**src/rtl/sd_pkg.sv**
```systemverilog
// Shared definitions for the SD card SPI scheduler: FSM state encoding and
// the level driven onto the card pins whenever no engine owns them.
package sd_pkg;

  typedef enum logic [2:0] {
    HOLD  = 3'd0,
    INIT  = 3'd1,
    GAPW  = 3'd2,
    IDLE  = 3'd3,
    ISSUE = 3'd4,
    BUSY  = 3'd5
  } state_e;

  localparam logic SD_IDLE_LVL = 1'b1;
  localparam int   HOLD_CYCLES = 4;
  localparam int   CNT_W       = 16;

endpackage

```
**src/rtl/sd_spi_sched_if.sv**
```systemverilog
// Requester-side bus of the scheduler: two level requests with their sector
// addresses, and the grant / completion / failure indications returned.
interface sd_spi_sched_if;

  logic        req0;
  logic        req1;
  logic [31:0] sec0;
  logic [31:0] sec1;
  logic        gnt0;
  logic        gnt1;
  logic        ack0;
  logic        ack1;
  logic        fail0;
  logic        fail1;

  modport master (
    output req0, req1, sec0, sec1,
    input  gnt0, gnt1, ack0, ack1, fail0, fail1
  );

  modport slave (
    input  req0, req1, sec0, sec1,
    output gnt0, gnt1, ack0, ack1, fail0, fail1
  );

endinterface

```
**src/rtl/sd_rr_arb2.sv**
```systemverilog
// Two-way round-robin arbiter: one-hot grant from the request vector, and a
// last-grant register that only moves when the caller actually takes a grant.
module sd_rr_arb2 (
  input  logic       clk,
  input  logic       rst,
  input  logic [1:0] req,
  input  logic       take,
  output logic [1:0] gnt
);

  logic last_q;
  logic last_d;

  // On contention the requester that did not win last time goes first.
  always_comb begin
    gnt = req;
    if (&req) gnt = last_q ? 2'b01 : 2'b10;
    last_d = last_q;
    if (take && (|gnt)) last_d = gnt[1];
  end

  always_ff @(posedge clk) begin
    if (rst) last_q <= 1'b1;
    else     last_q <= last_d;
  end

endmodule

```
**src/rtl/sd_spi_sched.sv**
```systemverilog
// SD card SPI owner: holds and releases the init engine, then arbitrates
// sector reads between two requesters with watchdog, retries and re-init.
module sd_spi_sched
  import sd_pkg::*;
#(
  parameter logic [19:0] TIMEOUT   = 20'd1000000,
  parameter int          MAX_RETRY = 3,
  parameter int          GAP       = 8
) (
  input  logic          SD_clk,
  input  logic          rst,
  input  logic          init_o,
  input  logic          init_cs,
  input  logic          init_din,
  output logic          init_rst_n,
  output logic          rd_start,
  output logic [31:0]   rd_sec,
  input  logic          rd_cs,
  input  logic          rd_din,
  input  logic          rd_done,
  input  logic          rd_err,
  sd_spi_sched_if.slave req_bus,
  output logic          SD_cs,
  output logic          SD_datain,
  output logic          ready
);

  localparam int RETRY_W = $clog2(MAX_RETRY + 1);

  state_e             state_q, state_d;
  logic [CNT_W-1:0]   cnt_q, cnt_d;
  logic [19:0]        wdog_q, wdog_d;
  logic [RETRY_W-1:0] retry_q, retry_d;
  logic               pend_q, pend_d;
  logic               owner_q, owner_d;
  logic [31:0]        sec_q, sec_d;
  logic [1:0]         gnt_q, gnt_d;
  logic [1:0]         ack_q, ack_d;
  logic [1:0]         fail_q, fail_d;
  logic               rd_start_q, rd_start_d;
  logic [31:0]        rd_sec_q, rd_sec_d;
  logic               sd_cs_q, sd_cs_d;
  logic               sd_din_q, sd_din_d;

  logic [1:0] arb_gnt;
  logic       take;
  logic       done_ev;
  logic       fail_ev;
  logic       attempt_fail;

  sd_rr_arb2 u_arb (
    .clk  (SD_clk),
    .rst  (rst),
    .req  ({req_bus.req1, req_bus.req0}),
    .take (take),
    .gnt  (arb_gnt)
  );

  always_ff @(posedge SD_clk) begin
    if (rst) begin
      state_q    <= HOLD;
      cnt_q      <= '0;
      wdog_q     <= '0;
      retry_q    <= '0;
      pend_q     <= 1'b0;
      owner_q    <= 1'b0;
      sec_q      <= '0;
      gnt_q      <= '0;
      ack_q      <= '0;
      fail_q     <= '0;
      rd_start_q <= 1'b0;
      rd_sec_q   <= '0;
      sd_cs_q    <= SD_IDLE_LVL;
      sd_din_q   <= SD_IDLE_LVL;
    end else begin
      state_q    <= state_d;
      cnt_q      <= cnt_d;
      wdog_q     <= wdog_d;
      retry_q    <= retry_d;
      pend_q     <= pend_d;
      owner_q    <= owner_d;
      sec_q      <= sec_d;
      gnt_q      <= gnt_d;
      ack_q      <= ack_d;
      fail_q     <= fail_d;
      rd_start_q <= rd_start_d;
      rd_sec_q   <= rd_sec_d;
      sd_cs_q    <= sd_cs_d;
      sd_din_q   <= sd_din_d;
    end
  end

  // A retry goes back through the command gap and re-issues with the grant
  // still held; pend_q marks that GAPW must return to ISSUE, not IDLE.
  always_comb begin
    state_d      = state_q;
    cnt_d        = cnt_q + CNT_W'(1);
    wdog_d       = wdog_q;
    retry_d      = retry_q;
    pend_d       = pend_q;
    take         = 1'b0;
    done_ev      = 1'b0;
    fail_ev      = 1'b0;
    attempt_fail = rd_err || (wdog_q == (TIMEOUT - 20'd1));
    case (state_q)
      HOLD:  if (cnt_q == CNT_W'(HOLD_CYCLES - 1)) state_d = INIT;
      INIT:  if (init_o) state_d = GAPW;
      GAPW:  if (cnt_q == CNT_W'(GAP - 1)) state_d = pend_q ? ISSUE : IDLE;
      IDLE: begin
        if (|arb_gnt) begin
          take    = 1'b1;
          retry_d = '0;
          state_d = ISSUE;
        end
      end
      ISSUE: begin
        wdog_d  = '0;
        pend_d  = 1'b0;
        state_d = BUSY;
      end
      BUSY: begin
        if (wdog_q != '1) wdog_d = wdog_q + 20'd1;
        if (rd_done) begin
          done_ev = 1'b1;
          state_d = GAPW;
        end else if (attempt_fail) begin
          if ((int'(retry_q) + 1) < MAX_RETRY) begin
            retry_d = retry_q + RETRY_W'(1);
            pend_d  = 1'b1;
            state_d = GAPW;
          end else begin
            fail_ev = 1'b1;
            state_d = HOLD;
          end
        end
      end
      default: state_d = HOLD;
    endcase
    // Losing the card outside init abandons whatever request is owned.
    if ((state_q inside {GAPW, IDLE, ISSUE, BUSY}) && !init_o) begin
      state_d = HOLD;
      take    = 1'b0;
      done_ev = 1'b0;
      pend_d  = 1'b0;
      fail_ev = |gnt_q;
    end
    if (state_d != state_q) cnt_d = '0;
  end

  always_comb begin
    gnt_d      = gnt_q;
    owner_d    = owner_q;
    sec_d      = sec_q;
    ack_d      = '0;
    fail_d     = '0;
    rd_start_d = (state_q == ISSUE) && (state_d == BUSY);
    rd_sec_d   = rd_start_d ? sec_q : rd_sec_q;
    if (take) begin
      gnt_d   = arb_gnt;
      owner_d = arb_gnt[1];
      sec_d   = arb_gnt[1] ? req_bus.sec1 : req_bus.sec0;
    end
    if (done_ev || fail_ev) begin
      gnt_d          = '0;
      ack_d[owner_q] = 1'b1;
      if (fail_ev) fail_d[owner_q] = 1'b1;
    end
    case (state_q)
      INIT: begin
        sd_cs_d  = init_cs;
        sd_din_d = init_din;
      end
      BUSY: begin
        sd_cs_d  = rd_cs;
        sd_din_d = rd_din;
      end
      default: begin
        sd_cs_d  = SD_IDLE_LVL;
        sd_din_d = SD_IDLE_LVL;
      end
    endcase
  end

  assign init_rst_n    = (state_q != HOLD);
  assign ready         = (state_q == IDLE);
  assign rd_start      = rd_start_q;
  assign rd_sec        = rd_sec_q;
  assign SD_cs         = sd_cs_q;
  assign SD_datain     = sd_din_q;
  assign req_bus.gnt0  = gnt_q[0];
  assign req_bus.gnt1  = gnt_q[1];
  assign req_bus.ack0  = ack_q[0];
  assign req_bus.ack1  = ack_q[1];
  assign req_bus.fail0 = fail_q[0];
  assign req_bus.fail1 = fail_q[1];

endmodule

```
**src/flat_wrapper.sv**
```systemverilog
// flat-port wrapper written by rule: the top's interface ports become plain ports
module sd_spi_sched_flat import sd_pkg::*;
#(
  parameter logic [19:0] TIMEOUT   = 20'd1000000,
  parameter int          MAX_RETRY = 3,
  parameter int          GAP       = 8
)
  (SD_clk, rst, init_o, init_cs, init_din, init_rst_n, rd_start, rd_sec, rd_cs, rd_din, rd_done, rd_err, SD_cs, SD_datain, ready, req_bus_req0, req_bus_req1, req_bus_sec0, req_bus_sec1, req_bus_gnt0, req_bus_gnt1, req_bus_ack0, req_bus_ack1, req_bus_fail0, req_bus_fail1);
  sd_spi_sched_if req_bus_i ();
  input  logic SD_clk;
  input  logic rst;
  input  logic init_o;
  input  logic init_cs;
  input  logic init_din;
  output logic init_rst_n;
  output logic rd_start;
  output logic [31:0] rd_sec;
  input  logic rd_cs;
  input  logic rd_din;
  input  logic rd_done;
  input  logic rd_err;
  output logic SD_cs;
  output logic SD_datain;
  output logic ready;
  input wire logic [$bits(req_bus_i.req0)-1:0] req_bus_req0;
  input wire logic [$bits(req_bus_i.req1)-1:0] req_bus_req1;
  input wire logic [$bits(req_bus_i.sec0)-1:0] req_bus_sec0;
  input wire logic [$bits(req_bus_i.sec1)-1:0] req_bus_sec1;
  output wire logic [$bits(req_bus_i.gnt0)-1:0] req_bus_gnt0;
  output wire logic [$bits(req_bus_i.gnt1)-1:0] req_bus_gnt1;
  output wire logic [$bits(req_bus_i.ack0)-1:0] req_bus_ack0;
  output wire logic [$bits(req_bus_i.ack1)-1:0] req_bus_ack1;
  output wire logic [$bits(req_bus_i.fail0)-1:0] req_bus_fail0;
  output wire logic [$bits(req_bus_i.fail1)-1:0] req_bus_fail1;
  assign req_bus_i.req0 = req_bus_req0;
  assign req_bus_i.req1 = req_bus_req1;
  assign req_bus_i.sec0 = req_bus_sec0;
  assign req_bus_i.sec1 = req_bus_sec1;
  assign req_bus_gnt0 = req_bus_i.gnt0;
  assign req_bus_gnt1 = req_bus_i.gnt1;
  assign req_bus_ack0 = req_bus_i.ack0;
  assign req_bus_ack1 = req_bus_i.ack1;
  assign req_bus_fail0 = req_bus_i.fail0;
  assign req_bus_fail1 = req_bus_i.fail1;
  sd_spi_sched #(.TIMEOUT(TIMEOUT), .MAX_RETRY(MAX_RETRY), .GAP(GAP)) u_core (.SD_clk(SD_clk), .rst(rst), .init_o(init_o), .init_cs(init_cs), .init_din(init_din), .init_rst_n(init_rst_n), .rd_start(rd_start), .rd_sec(rd_sec), .rd_cs(rd_cs), .rd_din(rd_din), .rd_done(rd_done), .rd_err(rd_err), .req_bus(req_bus_i), .SD_cs(SD_cs), .SD_datain(SD_datain), .ready(ready));
endmodule
```
**config.mk**
```make
export PLATFORM = sky130hd
export DESIGN_NAME = sd_spi_sched_flat
export DESIGN_NICKNAME = d
export VERILOG_FILES = /design/src/rtl/sd_pkg.sv /design/src/rtl/sd_spi_sched_if.sv /design/src/rtl/sd_rr_arb2.sv /design/src/rtl/sd_spi_sched.sv /design/src/flat_wrapper.sv
export SDC_FILE = /design/constraint.sdc
export NUM_CORES = 1
export LEC_CHECK = 0
export ABC_AREA = 1
export CAP_MARGIN = 40
export CORE_AREA = 2 2 125 127
export DETAILED_ROUTE_END_ITERATION = 8
export DIE_AREA = 0 0 127 129
export MAX_ROUTING_LAYER = met4
export PLACE_DENSITY_LB_ADDON = 0.12
export SLEW_MARGIN = 20
export SYNTH_ARGS = -nofsm -noshare
export SYNTH_HDL_FRONTEND = slang
export SYNTH_HIERARCHICAL = 1
export SYNTH_SLANG_ARGS = --single-unit
```
**constraint.sdc**
```tcl
create_clock -name SD_clk -period 1.69 [get_ports SD_clk]
set_input_delay 0.338 -clock SD_clk [delete_from_list [all_inputs] [get_ports SD_clk]]
set_output_delay 0.338 -clock SD_clk [all_outputs]
set_load 0.005 [all_outputs]
```
==> results of run 1 <==
area by class of cell:
| type | count | area share |
|---|---|---|
| Inverter | 54 | 0.0266 |
| Antenna cell | 1 | 0.000280 |
| Timing Repair Buffer | 245 | 0.260 |
| Timing Repair inverter | 1 | 0.00182 |
| Clock inverter | 11 | 0.0221 |
| Tap cell | 188 | 0.0263 |
| Multi-Input combinational cell | 536 | 0.346 |
| Clock buffer | 21 | 0.0527 |
| Sequential cell | 117 | 0.264 |
synth_stat cells (5+ instances only):
master	count	area [µm²]
inv_2	8	30.0
buf_2	12	60.1
o21ai_0	50	250
nand3_1	36	180
nand2_1	153	574
o21ai_1	21	105
nor2_1	135	507
dfxtp_1	117	2340
nor2_2	12	75.1
a21oi_1	23	115
inv_1	45	169
nand2_2	5	31.3
a31oi_1	33	206
nand4_1	9	56.3
clkbuf_1	15	56.3
xor2_1	9	78.8
xnor2_1	12	105
nor3_1	9	45.0
metrics by stage:
step	utilization	power [mW]	std cells	TNS (ns)	hold WS, ns
floorplan	-	3.18	741	-0.587	0.416
global placement	0.486	3.54	1099	-31.22	0.463
detailed placement	0.486	3.55	1099	-34.69	0.465
CTS	0.561	7.74	1160	-5.40	0.351
global route	0.596	8.01	1174	-18.22	0.386
finish	0.596	7.75	1174	-8.06	0.374
worst reg2reg max path, cell delays in order, from the launching register on:
cell	delay [ns]
dfxtp_1	0.38
inv_1	0.09
nor2_2	0.09
nand2_1	0.07
nor2_2	0.14
nand3_2	0.12
nand2_1	0.13
nand2_1	0.07
nand3_1	0.08
nand2_1	0.10
nand3_1	0.12
nand2_2	0.08
nand2_4	0.11
buf_12	0.16
nor2_2	0.04
cells by family after synthesis:
logic type	share of synthesized area
AO/OA/AOI/OAI	0.141
XOR/XNOR	0.0346
adder cells (fa/ha/maj)	0.00942
buffers and inverters	0.0737
flip-flops	0.441
multiplexers	0.00188
AND/OR/NAND/NOR	0.299
power by group through the flow:
stage	Clock (mW)	Sequential [mW]	Combinational, mW
2_1_floorplan	0	2.87	0.303
3_3_place_gp	0	2.88	0.656
3_5_place_dp	0	2.88	0.666
4_1_cts	4.12	2.83	0.787
5_1_grt	4.24	2.83	0.935
6_report	4.06	2.83	0.865
cell usage in the layout (no fill, tap or decap), drive strengths merged:
cell type / Yosys / routed
clkbuf: 15 / 22
clkdlybuf4s50: 0 / 112
bufinv: 0 / 5
a21o: 1 / 1
nand3: 37 / 37
a31oi: 33 / 33
nand4: 9 / 9
o21ai: 71 / 71
inv: 54 / 52
nor3: 12 / 12
nand2: 159 / 159
xnor2: 12 / 12
o21a: 2 / 2
or2: 5 / 5
nor4: 2 / 2
buf: 19 / 129
ha: 4 / 4
dlygate4sd2: 0 / 2
o211ai: 2 / 2
dlymetal6s2s: 0 / 1
nor2: 149 / 149
o22ai: 2 / 2
clkinv: 0 / 8
dfxtp: 117 / 117
xor2: 9 / 9
a21boi: 2 / 2
a21oi: 23 / 23
diode: 0 / 1
mux2i: 1 / 1
a211oi: 1 / 1
clkinvlp: 0 / 1
routing by layer:
layer	part of all wire	track usage	vias up	routed length (µm)
met2	0.49	0.328	158	8230
met3	0.052	0.0582	32	868
met4	0.019	0.0763	0	323
met1	0.44	0.239	2672	7340
li1	-	-	2893	-
met5	0	-	-	0
repair_timing:
item	in CTS	in global routing
setup buffers	27	11
setup endpoints to repair	111	116
pin swaps	9	31
cloned	2	2
gates resized for setup	73	147
hold buffers	0	0
worst paths after layout:
kind | start | end | slack [ns] | cells past startpoint
setup / recovery | u_core/wdog_q[9] | u_core/cnt_q[3] | -0.20 | 14
hold / removal | req_bus_req1 | u_core/u_arb/last_q | 0.37 | 3
setup reg to reg | u_core/wdog_q[9] | u_core/cnt_q[3] | -0.20 | 14
hold reg to reg | u_core/owner_q | u_core/fail_q[0] | 0.47 | 1
flip-flops by register name, summed over array words and instances (netlist names), 3 cells and up:
register,flops
u_core/cnt_q,16
u_core/rd_sec,32
u_core/sec_q,32
u_core/state_q,3
u_core/wdog_q,20
==> impl_metrics.toml, run 1 <==
[status]
status = "finished with violations"
violations = "setup timing"

[detailed_routing]
firstDrtPassIters = 5
vias_per_cell = 4.90
drc = 0
totalWireLength_um = 16800
wire_per_inst_um = 14.3
ant_nets = 0
drt-initial-drc-count = 269
num_vias = 5755

[placement]
place_hpwl_um = 10800
dpl-instance-area_mm2 = 0.00729
place_ws_ns = -0.643
gp_congestion = 0.884
portBuffers = 117

[run]
cap_violations = 0

[power_and_ir_drop]
p_int_mw = 5.99
p_per_area_mw_per_mm2 = 868
p_sw_mw = 1.75
total_leakage_power_nw = 3.68
vdd_drop_max_v = 0.000570
swShare = 0.226
pwr-share-comb = 0.112
p_seq_frac = 0.365
p_clk_frac = 0.523

[floorplanning]
die_h_um = 129
die_area_mm2 = 0.0164
initial_core_util = 0.355
core_mm2 = 0.0150
io_pins = 118
row_count = 45
die_x_um = 127

[yosys]
ys_warn_count = 6
async_reset_ff_frac = 0
synth-main-ff-cell = "dfxtp_1"
synth.ff_latch_count = 117
syn_area_mm2 = 0.00531
ys_seq_area_frac = 0.441
netlist_instances = 741
postSynthAreaPerCell_um2 = 7.17
synth_edf_count = 0
synth_cell_types = 37
synth_nets = 820

[cts]
clkSlewWorstSetupHoldPaths_ns = 0.06
cts_tree = "yes"
clkLatencyLatePin_ns = 0.41
cts_sinks = 117
clk_path_buf_depth = 2
numCtsBuffers = 17
clockRootBuffer = "clkbuf_16"
htreeDepth = 4

[grt]
gr-usage-all-layers = 0.202
first_global_vias = 5621
overflow = 0
antenna_found_initial = 1
grt_pass1_wl_um = 25900
grt_max_degree = 51

[timing]
clock_skew_ns = 0.00534
rsz0062_at_grt = "true"
final_hold_viol_count = 0
period_needed_ns = 1.89
worstMarginPinSlew_ns = 0.345
period_share = 1.12
slew_headroom = 0.768
finalSetupViolCount = 103
fmax_mhz = 529
slew_violations = 0
fin_ws_ns = -0.199

[cells_and_area]
final_area_mm2 = 0.00893
multi_input_area_mm2 = 0.00309
fillCellCount = 1310
layout.area.seq_mm2 = 0.00236
num-nets-final = 1051
syn2layout_area_growth_pct = 68.1
drive_gt1_frac = 0.318

[worst_setup_path]
cp_slowest_cell = "dfxtp_1"
cp.required_ns = 1.99
cp_num_buf_inv = 2
worst_path_dominant_cell_family = "simple AND/OR/NAND/NOR gates"
crit_chain = "inv_1 -> nor2_2 -> nand2_1 -> nor2_2 -> nand3_2 -> nand2_1 -> nand2_1 -> nand3_1 -> nand2_1 -> nand3_1 -> nand2_2 -> nand2_4 -> buf_12 -> nor2_2"
cp_max_fo = 8
startpoint_type = "register"
cp.arrival_ns = 2.19
crit_path_frequent_cell = "nand2_1"
crit_path_end_kind = "register"
criticalPathCategory = "register to register"
cp_slowest_stage_delay_ns = 0.38

[worst_hold_path]
worstHoldPathType = "input port to register"
(Power assumes the default switching activity.)
==> inputs of run 2 (changes only) <==
--- a/config.mk
+++ b/config.mk
@@ -5,11 +5,10 @@
 export SDC_FILE = /design/constraint.sdc
 export NUM_CORES = 1
 export LEC_CHECK = 0
-export ABC_AREA = 1
 export CAP_MARGIN = 40
-export CORE_AREA = 2 2 125 127
+export CORE_AREA = 2 2 111 113
 export DETAILED_ROUTE_END_ITERATION = 8
-export DIE_AREA = 0 0 127 129
+export DIE_AREA = 0 0 113 115
 export MAX_ROUTING_LAYER = met4
 export PLACE_DENSITY_LB_ADDON = 0.12
 export SLEW_MARGIN = 20
==> run 2 against run 1 <==
The flow finishes with violations (DRC, setup timing). Critical path depth is 6 lower. Design area is 1.8% higher. Combinational power is 1% lower. Wire length grew 4.5%. Die area is 21% lower. Sequential cell count did not move. Register-to-register slack got worse by 0.14 ns. Clock skew fell by 0.00071 ns. Area after synthesis grew 0.80%. Fmax shrank 8.1%. Count of clock-buffer cells in the layout is 3 lower. Sequential power about the same. Critical path type is now input port to register. Largest power group unchanged. Highest routed layer unchanged.
==> impl_metrics.toml, run 2 <==
[worst_setup_path]
cp_max_fo = 16
worst_path_dominant_cell_family = "buffers and inverters"
cp.arrival_ns = 2.37
cp_slowest_cell = "clkdlybuf4s50_1"
criticalPathCategory = "input port to register"
cp.required_ns = 2.01
crit_path_end_kind = "register"
startpoint_type = "input port"
cp_num_buf_inv = 3
crit_chain = "clkdlybuf4s50_1 -> buf_4 -> nor4bb_2 -> o21ai_0 -> a211oi_2 -> a211oi_4 -> buf_12 -> nor4_1"
cp_slowest_stage_delay_ns = 0.47

[cells_and_area]
num-nets-final = 923
final_common_cell = "clkdlybuf4s50_1"
finalNonFillerCells = 1004
syn2layout_area_growth_pct = 69.7
num_antenna_cells = 0
final_cell_mix = "111 x clkdlybuf4s50_1, 99 x dfxtp_1, 86 x buf_4"
drive_gt1_frac = 0.340

[cts]
htreeDepth = 4
clk_path_buf_depth = 2
cts_sinks = 117
cts_tree = "yes"
clkSlewWorstSetupHoldPaths_ns = 0.05
numCtsBuffers = 17
clkLatencyLatePin_ns = 0.42
clockRootBuffer = "clkbuf_16"
postCtsHoldBufs = 0

[worst_hold_path]
worstHoldPathType = "input port to register"

[detailed_routing]
ant_nets = 0
vias_per_cell = 5.67
firstDrtPassIters = 7
drt-initial-drc-count = 363
drc = 14
num_vias = 5696
wire_per_inst_um = 17.4
totalWireLength_um = 17500

[placement]
place_hpwl_um = 10200
portBuffers = 117
dp_cells = 937
place_ws_ns = -0.726
gp_congestion = 0.847

[timing]
finalSetupViolCount = 58
slew_violations = 0
slew_headroom = 0.623
final_hold_viol_count = 0
clock_skew_ns = 0.00463
worstMarginPinSlew_ns = 0.566
period_needed_ns = 2.05
period_share = 1.22
fin_ws_ns = -0.364
rsz0062_at_grt = "true"
fmax_mhz = 487

[yosys]
synth-main-ff-cell = "dfxtp_1"
synth_area_leaders = "dfxtp_1 44%, mux2i_1 7.5%, nand2_1 6.0%, a211oi_1 5.0%, nor2_1 4.4%"
netlist_instances = 618
syn_area_mm2 = 0.00536
post-synth-top-count-cell = "dfxtp_1"
synth.ff_latch_count = 117
ys_warn_count = 6
synth_edf_count = 0
async_reset_ff_frac = 0
yosysTopAreaCellShare = 0.437
synthTopCellsByCount = "117 x dfxtp_1, 85 x nand2_1, 63 x nor2_1"
synth_top_cell_by_area = "dfxtp_1"
ys_seq_area_frac = 0.437
synth_nets = 697
synth_cell_types = 53
postSynthAreaPerCell_um2 = 8.67

[floorplanning]
core_mm2 = 0.0118
row_count = 40
io_pins = 118
initial_core_util = 0.453
die_h_um = 115
die_x_um = 113
die_area_mm2 = 0.0130

[status]
violations = "DRC, setup timing"
status = "finished with violations"

[power_and_ir_drop]
p_per_area_mw_per_mm2 = 818
total_leakage_power_nw = 3.33
vdd_drop_max_v = 0.000541

[grt]
grt_max_degree = 45
antenna_found_initial = 0
overflow = 0
gr-usage-all-layers = 0.262
grt_pass1_wl_um = 26600
first_global_vias = 5627

[run]
cap_violations = 0
## run 2: final cells by class
cell class / count / area [µm²]
Timing Repair Buffer: 249 / 2530
Multi-Input combinational cell: 451 / 3360
Clock buffer: 18 / 439
Tap cell: 147 / 184
Inverter: 8 / 30.0
Sequential cell: 117 / 2370
Fill cell: 773 / 2720
Clock inverter: 14 / 178
## run 2: metrics by stage
step / total power, mW / utilization / hold slack [ns] / area (µm²) / setup TNS [ns]
after global placement: 3.56 / 0.633 / 0.437 / 7480 / -30.45
after detailed placement: 3.59 / 0.633 / 0.444 / 7480 / -34.25
after CTS: 7.40 / 0.744 / 0.263 / 8790 / -6.90
after global routing: 7.66 / 0.769 / 0.326 / 9090 / -13.04
after floorplan: 3.26 / - / 0.422 / 5580 / -5.50
final: 7.44 / 0.769 / 0.293 / 9090 / -8.95
## run 2: routing by layer
metal | wire, µm | GRT usage | vias up | share of wire
met1 | 6980 | 0.279 | 2757 | 0.40
met5 | 0 | - | - | 0
met2 | 8960 | 0.463 | 216 | 0.51
met3 | 1070 | 0.0659 | 53 | 0.061
li1 | - | - | 2670 | -
met4 | 490 | 0.115 | 0 | 0.028
## run 2: worst paths after layout
kind                  startpoint                 to  slack [ns]  depth (start not counted)
max                       init_o   u_core/cnt_q[12]       -0.36                          8
min                          rst   u_core/SD_datain        0.29                          3
max reg2reg  u_core/u_arb/last_q   u_core/cnt_q[12]       -0.34                          8
min reg2reg    u_core/rd_sec[28]  u_core/rd_sec[28]        0.45                          2
## run 2: kinds of logic (layout without fill, tap and decap cells)
logic type,Yosys count,in the layout,share of synthesized area
flops,117,117,0.437
simple gates,260,260,0.245
buf+inv,50,289,0.0406
fa+ha+maj,4,4,0.00934
xor+xnor,24,24,0.0392
compound gates,121,121,0.149
mux,42,42,0.0790
## run 2: worst reg2reg max path: cells and delay by family (launching register included)
kind,cells,cell delay [ns]
compound gates,4,0.72
buf+inv,2,0.28
simple gates,2,0.61
flops,1,0.34
## run 2: repair_timing
item	in CTS	in global routing
pin swaps	34	37
setup buffers	19	13
endpoints found under the setup margin	73	82
cloned	8	0
gates resized for setup	91	65
## run 2: report_power, final
part	total (mW)	leakage [nW]	internal, mW	switching (mW)
combinational	0.856	2.08	0.474	0.382
clock	3.74	0.300	2.37	1.37
sequential	2.84	0.951	2.80	0.0419
==> inputs of run 3 (changes only) <==
--- a/config.mk
+++ b/config.mk
@@ -9,6 +9,7 @@
 export CORE_AREA = 2 2 111 113
 export DETAILED_ROUTE_END_ITERATION = 8
 export DIE_AREA = 0 0 113 115
+export GPL_TIMING_DRIVEN = 1
 export MAX_ROUTING_LAYER = met4
 export PLACE_DENSITY_LB_ADDON = 0.12
 export SLEW_MARGIN = 20
==> results of run 3 <==
The final DEF is identical to that of run 2; final timing and power are the same.
